$ cat src/rtl/dtimer16.sv
// 16-bit interval timer: an auto-reloading prescaler that steps an auto-reloading
// divider; tint pulses for one cycle each time the divider wraps back to its reload.
module dtimer16 (
    input  logic        sys_clk,
    input  logic        resetl,
    input  logic        ena,
    input  logic [15:0] din,
    input  logic        wr_pre,
    input  logic        wr_div,
    output logic [15:0] pre_count,
    output logic [15:0] div_count,
    output logic        running,
    output logic        tint
);

    logic [15:0] pre_rld_q, pre_rld_d;
    logic [15:0] div_rld_q, div_rld_d;
    logic [15:0] pre_cnt_q, pre_cnt_d;
    logic [15:0] div_cnt_q, div_cnt_d;
    logic        tint_q, tint_d;
    logic        run;

    // A zero divider reload is the stop condition, so no separate enable bit exists.
    assign run = (div_rld_q != 16'd0);

    always_comb begin
        pre_rld_d = pre_rld_q;
        div_rld_d = div_rld_q;
        pre_cnt_d = pre_cnt_q;
        div_cnt_d = div_cnt_q;
        tint_d    = 1'b0;

        if (wr_pre || wr_div) begin
            // Writes win over any step on the same edge, so a colliding wrap is dropped.
            if (wr_pre) begin
                pre_rld_d = din;
                pre_cnt_d = din;
            end
            if (wr_div) begin
                div_rld_d = din;
                div_cnt_d = din;
            end
        end else if (ena && run) begin
            if (pre_cnt_q != 16'd0) begin
                pre_cnt_d = pre_cnt_q - 16'd1;
            end else begin
                pre_cnt_d = pre_rld_q;
                if (div_cnt_q != 16'd0) begin
                    div_cnt_d = div_cnt_q - 16'd1;
                end else begin
                    div_cnt_d = div_rld_q;
                    tint_d    = 1'b1;
                end
            end
        end
    end

    always_ff @(posedge sys_clk) begin
        if (!resetl) begin
            pre_rld_q <= 16'd0;
            div_rld_q <= 16'd0;
            pre_cnt_q <= 16'd0;
            div_cnt_q <= 16'd0;
            tint_q    <= 1'b0;
        end else begin
            pre_rld_q <= pre_rld_d;
            div_rld_q <= div_rld_d;
            pre_cnt_q <= pre_cnt_d;
            div_cnt_q <= div_cnt_d;
            tint_q    <= tint_d;
        end
    end

    assign pre_count = pre_cnt_q;
    assign div_count = div_cnt_q;
    assign running   = run;
    assign tint      = tint_q;

endmodule

$ cat config.mk
export PLATFORM = sky130hd
export DESIGN_NAME = dtimer16
export DESIGN_NICKNAME = d
export VERILOG_FILES = /design/src/rtl/dtimer16.sv
export SDC_FILE = /design/constraint.sdc
export NUM_CORES = 1
export LEC_CHECK = 0
export ABC_AREA = 1
export CORE_UTILIZATION = 56
export DETAILED_ROUTE_END_ITERATION = 10
export PLACE_DENSITY = 0.92
export RECOVER_POWER = 100
export SLEW_MARGIN = 20
export SYNTH_ARGS = -nofsm -noshare
export SYNTH_HDL_FRONTEND = slang
export SYNTH_SLANG_ARGS = --single-unit
export TNS_END_PERCENT = 20
$ cat constraint.sdc
create_clock -name sys_clk -period 2.2 [get_ports sys_clk]
set_clock_uncertainty 0.2 [all_clocks]
set_input_delay 0.44 -clock sys_clk [delete_from_list [all_inputs] [get_ports sys_clk]]
set_output_delay 0.44 -clock sys_clk [all_outputs]
set_load 0.02 [all_outputs]
== Word level (Yosys, flattened, before mapping) ==
Index checks and enable logic that the tools add are counted.

* Word-level logic and storage cells: 33
* Bits of input ports: 21
* Output and inout bits: 34
* Register bits after elaboration: 65

* Equal/unequal tests: 3
* Mux-type cells: 10
* Bitwise gates (word level): 2
* Reduce and logical (&&, ||, !) cells: 11
* $add $sub $neg: 2

{| class="wikitable"
|+ Operator list
! cell !! count
|-
| 2-to-1 mux 16 bit || 9
|-
| nonzero test 16 bit || 3
|-
| subtractor 16 x 1 -> 16 bit, second input constant || 2
|-
| inequality test 2 bit, second input constant || 3
|-
| AND reduction 2 bit || 3
|-
| OR reduction 4 bit || 1
|-
| AND reduction 3 bit || 1
|-
| NOT 1 bit || 2
|-
| nonzero test 2 bit || 1
|-
| logical AND 1 bit || 1
|-
| logical OR 1 bit || 1
|-
| 2-to-1 mux 1 bit || 1
|}

== Depth between registers and ports, before layout ==
* Word-level depth: 5
* Depth in mapped cells: 12
* Depth with buffers taken out: 12

== Worst setup path before layout ==
No wires, ideal clock.

* Path type: reg-to-reg
* From: register div_cnt_q[0], in the netlist div_count[0]
* To: register div_cnt_q[5], in the netlist div_count[5]
* Library setup time: 112 ps
* Arrival time: 1498 ps
* Required time: 1888 ps
* Period minus slack after synthesis: 1809 ps
* Path buffers: 0
* Cell stages (with the launch flop): 12
* Slack: 391 ps
* Cell sequence: dfxtp_1 > inv_1 > ha_1 > inv_1 > nor2_1 > nand2_1 > nor2_4 > nand3_2 > o21ai_1 > nor2_1 > nor2_1 > nor2_1

* Longest elaborated chain between the ends: 5
* Elaborated cells on any way between the ends: 6
* Those cells by class: add/sub (1); mux (4); reduce/logical (1)

{| class="wikitable"
|+ RTL lines
! element !! RTL line !! text
|-
| start: declaration || 19 || <nowiki>logic [15:0] div_cnt_q, div_cnt_d;</nowiki>
|-
| start signal: assignment || 69 || <nowiki>div_cnt_q <= div_cnt_d;</nowiki>
|-
| subtractor 16 x 1 -> 16 bit / nonzero test 16 bit (equally long branches) || 49, 48 ||
|-
| 2-to-1 mux 16 bit (*) || 48 || <nowiki>if (div_cnt_q != 16'd0) begin</nowiki>
|-
| 2-to-1 mux 16 bit (*) || 44 || <nowiki>if (pre_cnt_q != 16'd0) begin</nowiki>
|-
| 2-to-1 mux 16 bit (*) || 43 || <nowiki>end else if (ena && run) begin</nowiki>
|-
| 2-to-1 mux 16 bit (*) || 33 || <nowiki>if (wr_pre || wr_div) begin</nowiki>
|}

Mark *: on every way between the ends. The rest lies on a longest branch, timed or not. The select of a mux whose other input is x is not followed.
A chain may end at the register's enable or synchronous reset.

== Worst setup path in the final report ==
* From: register div_rld_q[2]
* To: output port running

* Longest elaborated chain between the ends: 1

{| class="wikitable"
|+ RTL lines
! element !! RTL line !! text
|-
| start: declaration || 17 || <nowiki>logic [15:0] div_rld_q, div_rld_d;</nowiki>
|-
| start signal: assignment || 67 || <nowiki>div_rld_q <= div_rld_d;</nowiki>
|-
| nonzero test 16 bit || 24 || <nowiki>assign run = (div_rld_q != 16'd0);</nowiki>
|-
| end: declaration || 12 || <nowiki>output logic running,</nowiki>
|}

No other way between the ends.

==> metrics.cfg <==
[place]
hpwlAfterDp_um=9860
buffer_ports.inserted=54
gp_congestion=0.980
dp_slack_ns=-0.0472

[power_and_ir_drop]
p_leak_nw=2.40
p_sw_mw=1.30
p_comb_share_pct=29.4
power_frac_seq_pct=37.7
p_int_mw=2.31
p_clk_share_pct=32.9
powerDensity_nw_per_um2=715
ir_worst_vdd_v=0.000573
switching_share_pct=35.9

[final_layout]
diodes=0
mostFrequentLayoutCell=nand2_1
nNetsFinal=784
final_cell_mix=nand2_1, nor2_1, dfxtp_1, inv_1, nand3_1
drive_gt1_share_pct=7.46
syn2layout_area_growth_pct=23.0
fin_util_pct=72.6

[global_route]
grt_usage_pct=36.2
grt_max_degree=27
grt_pass1_vias=4342
overflow=0
grt_first_pass_wirelength_um=21200
antenna_found_initial=0

[die]
dieArea_um2=7670
die_w_um=87.6
start_util_pct=59.0
rows=30
ios=55
core_um2=6940
die_h_um=87.6

[timing]
holdWs_ns=0.264
setup_viol=0
slew-limit-headroom_pct=49.3
hold_violations=0
period_minus_slack_ns=2.16
setup_ws_ns=0.0412
tightest_slew_ns=0.760
fin_crit_sh_pct=98.1
maxClockFrequency_mhz=463
grt_setup_unrepaired=true
slew_violations=0

[drt]
wire_per_inst_um=15.3
dr.pass1.iters=6
vias=4916
wl_met1_um=5650
drt-total-wl_um=13200
ant_nets=0
met3_length_um=1530
topRoutingLayerUsed=met4
drc=0
drt_iter0_drc=593
via_per_inst=5.72
dr_wl_met2_um=5700

[clock_network]
clock_path_buffers=2
clkLatencyLatePin_ns=0.34
ctsResizeCount=1
cts_sinks=65
tritoncts=done
hold_buffers=0
root_buffer=clkbuf_8
cts_setup_buffers=0
ctsHtreeMaxLevel=3
clk_pin_slew_ns=0.08
cts_buffers=9

[yosys]
syn-cell-area_um2=4100
syn_area_per_cell_um2=5.88
yosysSeqAreaShare_pct=31.7
ys_warn_count=0
yosysUniqueCellTypes=30
synth.net_count=722
ys_seq_elements=65
synthCells=697

[worst_setup_path]
critPathArrivalTime_ns=1.52
cp_max_fo=3
crit_required_ns=1.56
setup.worst_path.end_class=primary output
start_kind=flop
worstSetupPathType=flop to primary output

[run_status]
run_status=finished, final reports clean

[hold_path]
min_path_type=flop to flop

[job]
cap_violations=0

==> worst paths after layout <==
check,from,endpoint,slack (ns),cells after the start
max reg2reg,div_count[0],div_count[15],0.10,13
min,pre_rld_q[0],pre_rld_q[0],0.26,2
min reg2reg,pre_rld_q[0],pre_rld_q[0],0.26,2
max,div_rld_q[2],running,0.04,5
==> routing by layer <==
layer | track usage (%) | up-vias
li1 | - | 2330
met5 | 0 | -
met2 | 54.3 | 318
met4 | 12.2 | 0
met1 | 50.7 | 2221
met3 | 9.43 | 47
==> flip-flops by register name, summed over array words and instances (netlist names) <==
register   count
tint           1
div_rld_q     16
pre_rld_q     16
div_count     16
pre_count     16
==> cells in the mapped netlist, drive strengths merged <==
cell	count	share of area (%)
xnor2	1	0.21
nor2	150	15
nand2	212	20
o21bai	1	0.18
buf	12	1.6
inv	65	6.0
nand3b	3	0.55
ha	4	1.2
dfxtp	65	32
nand4	10	1.5
clkinv	2	0.18
a21boi	2	0.37
clkbuf	11	1.0
nor3	3	0.49
nand3	64	8.1
o21ai	30	3.7
a21oi	53	6.5
xor2	8	1.7
nor4	1	0.15
==> power groups by stage <==
stage                     Sequential [mW]  Clock [mW]  Combinational, mW
after global routing                 1.37        1.23               1.16
final                                1.36        1.19               1.06
after CTS                            1.36        1.17               1.05
after floorplan                      1.42           0              0.618
after detailed placement             1.38           0               1.04
after global placement               1.38           0               1.01
==> worst max-delay path: stages, from the launching register on <==
cell and delay, ns:
dfxtp_1 0.36, nor2_1 0.17, nand2_1 0.08, nor2_1 0.10
nand2_1 0.12, dlygate4sd2_1 0.35
==> metrics by stage <==
stage | instances | TNS, ns | instance area (um^2) | power (mW)
after floorplan | 697 | 0 | 4100 | 2.04
after CTS | 860 | 0 | 5060 | 3.58
final | 860 | 0 | 5040 | 3.61
after global routing | 860 | 0 | 5040 | 3.76
after detailed placement | 844 | -0.0802 | 4830 | 2.42
after global placement | 844 | 0 | 4830 | 2.40
==> area by class of cell <==
| class | instances | area (um^2) |
|---|---|---|
| Fill cell | 573 | 1900 |
| Sequential cell | 65 | 1300 |
| Inverter | 67 | 251 |
| Tap cell | 96 | 120 |
| Clock inverter | 6 | 90.1 |
| Clock buffer | 10 | 138 |
| Timing Repair Buffer | 74 | 689 |
| Multi-Input combinational cell | 542 | 2450 |
==> kinds of logic after synthesis <==
kind of cell,share of synthesized area [%]
AO/OA/AOI/OAI,10.7
XOR/XNOR,1.92
adder cells (fa/ha/maj),1.22
buffers and inverters,8.70
flip-flops,31.7
AND/OR/NAND/NOR,45.7
Note: power is estimated with default switching activity, not from simulation.
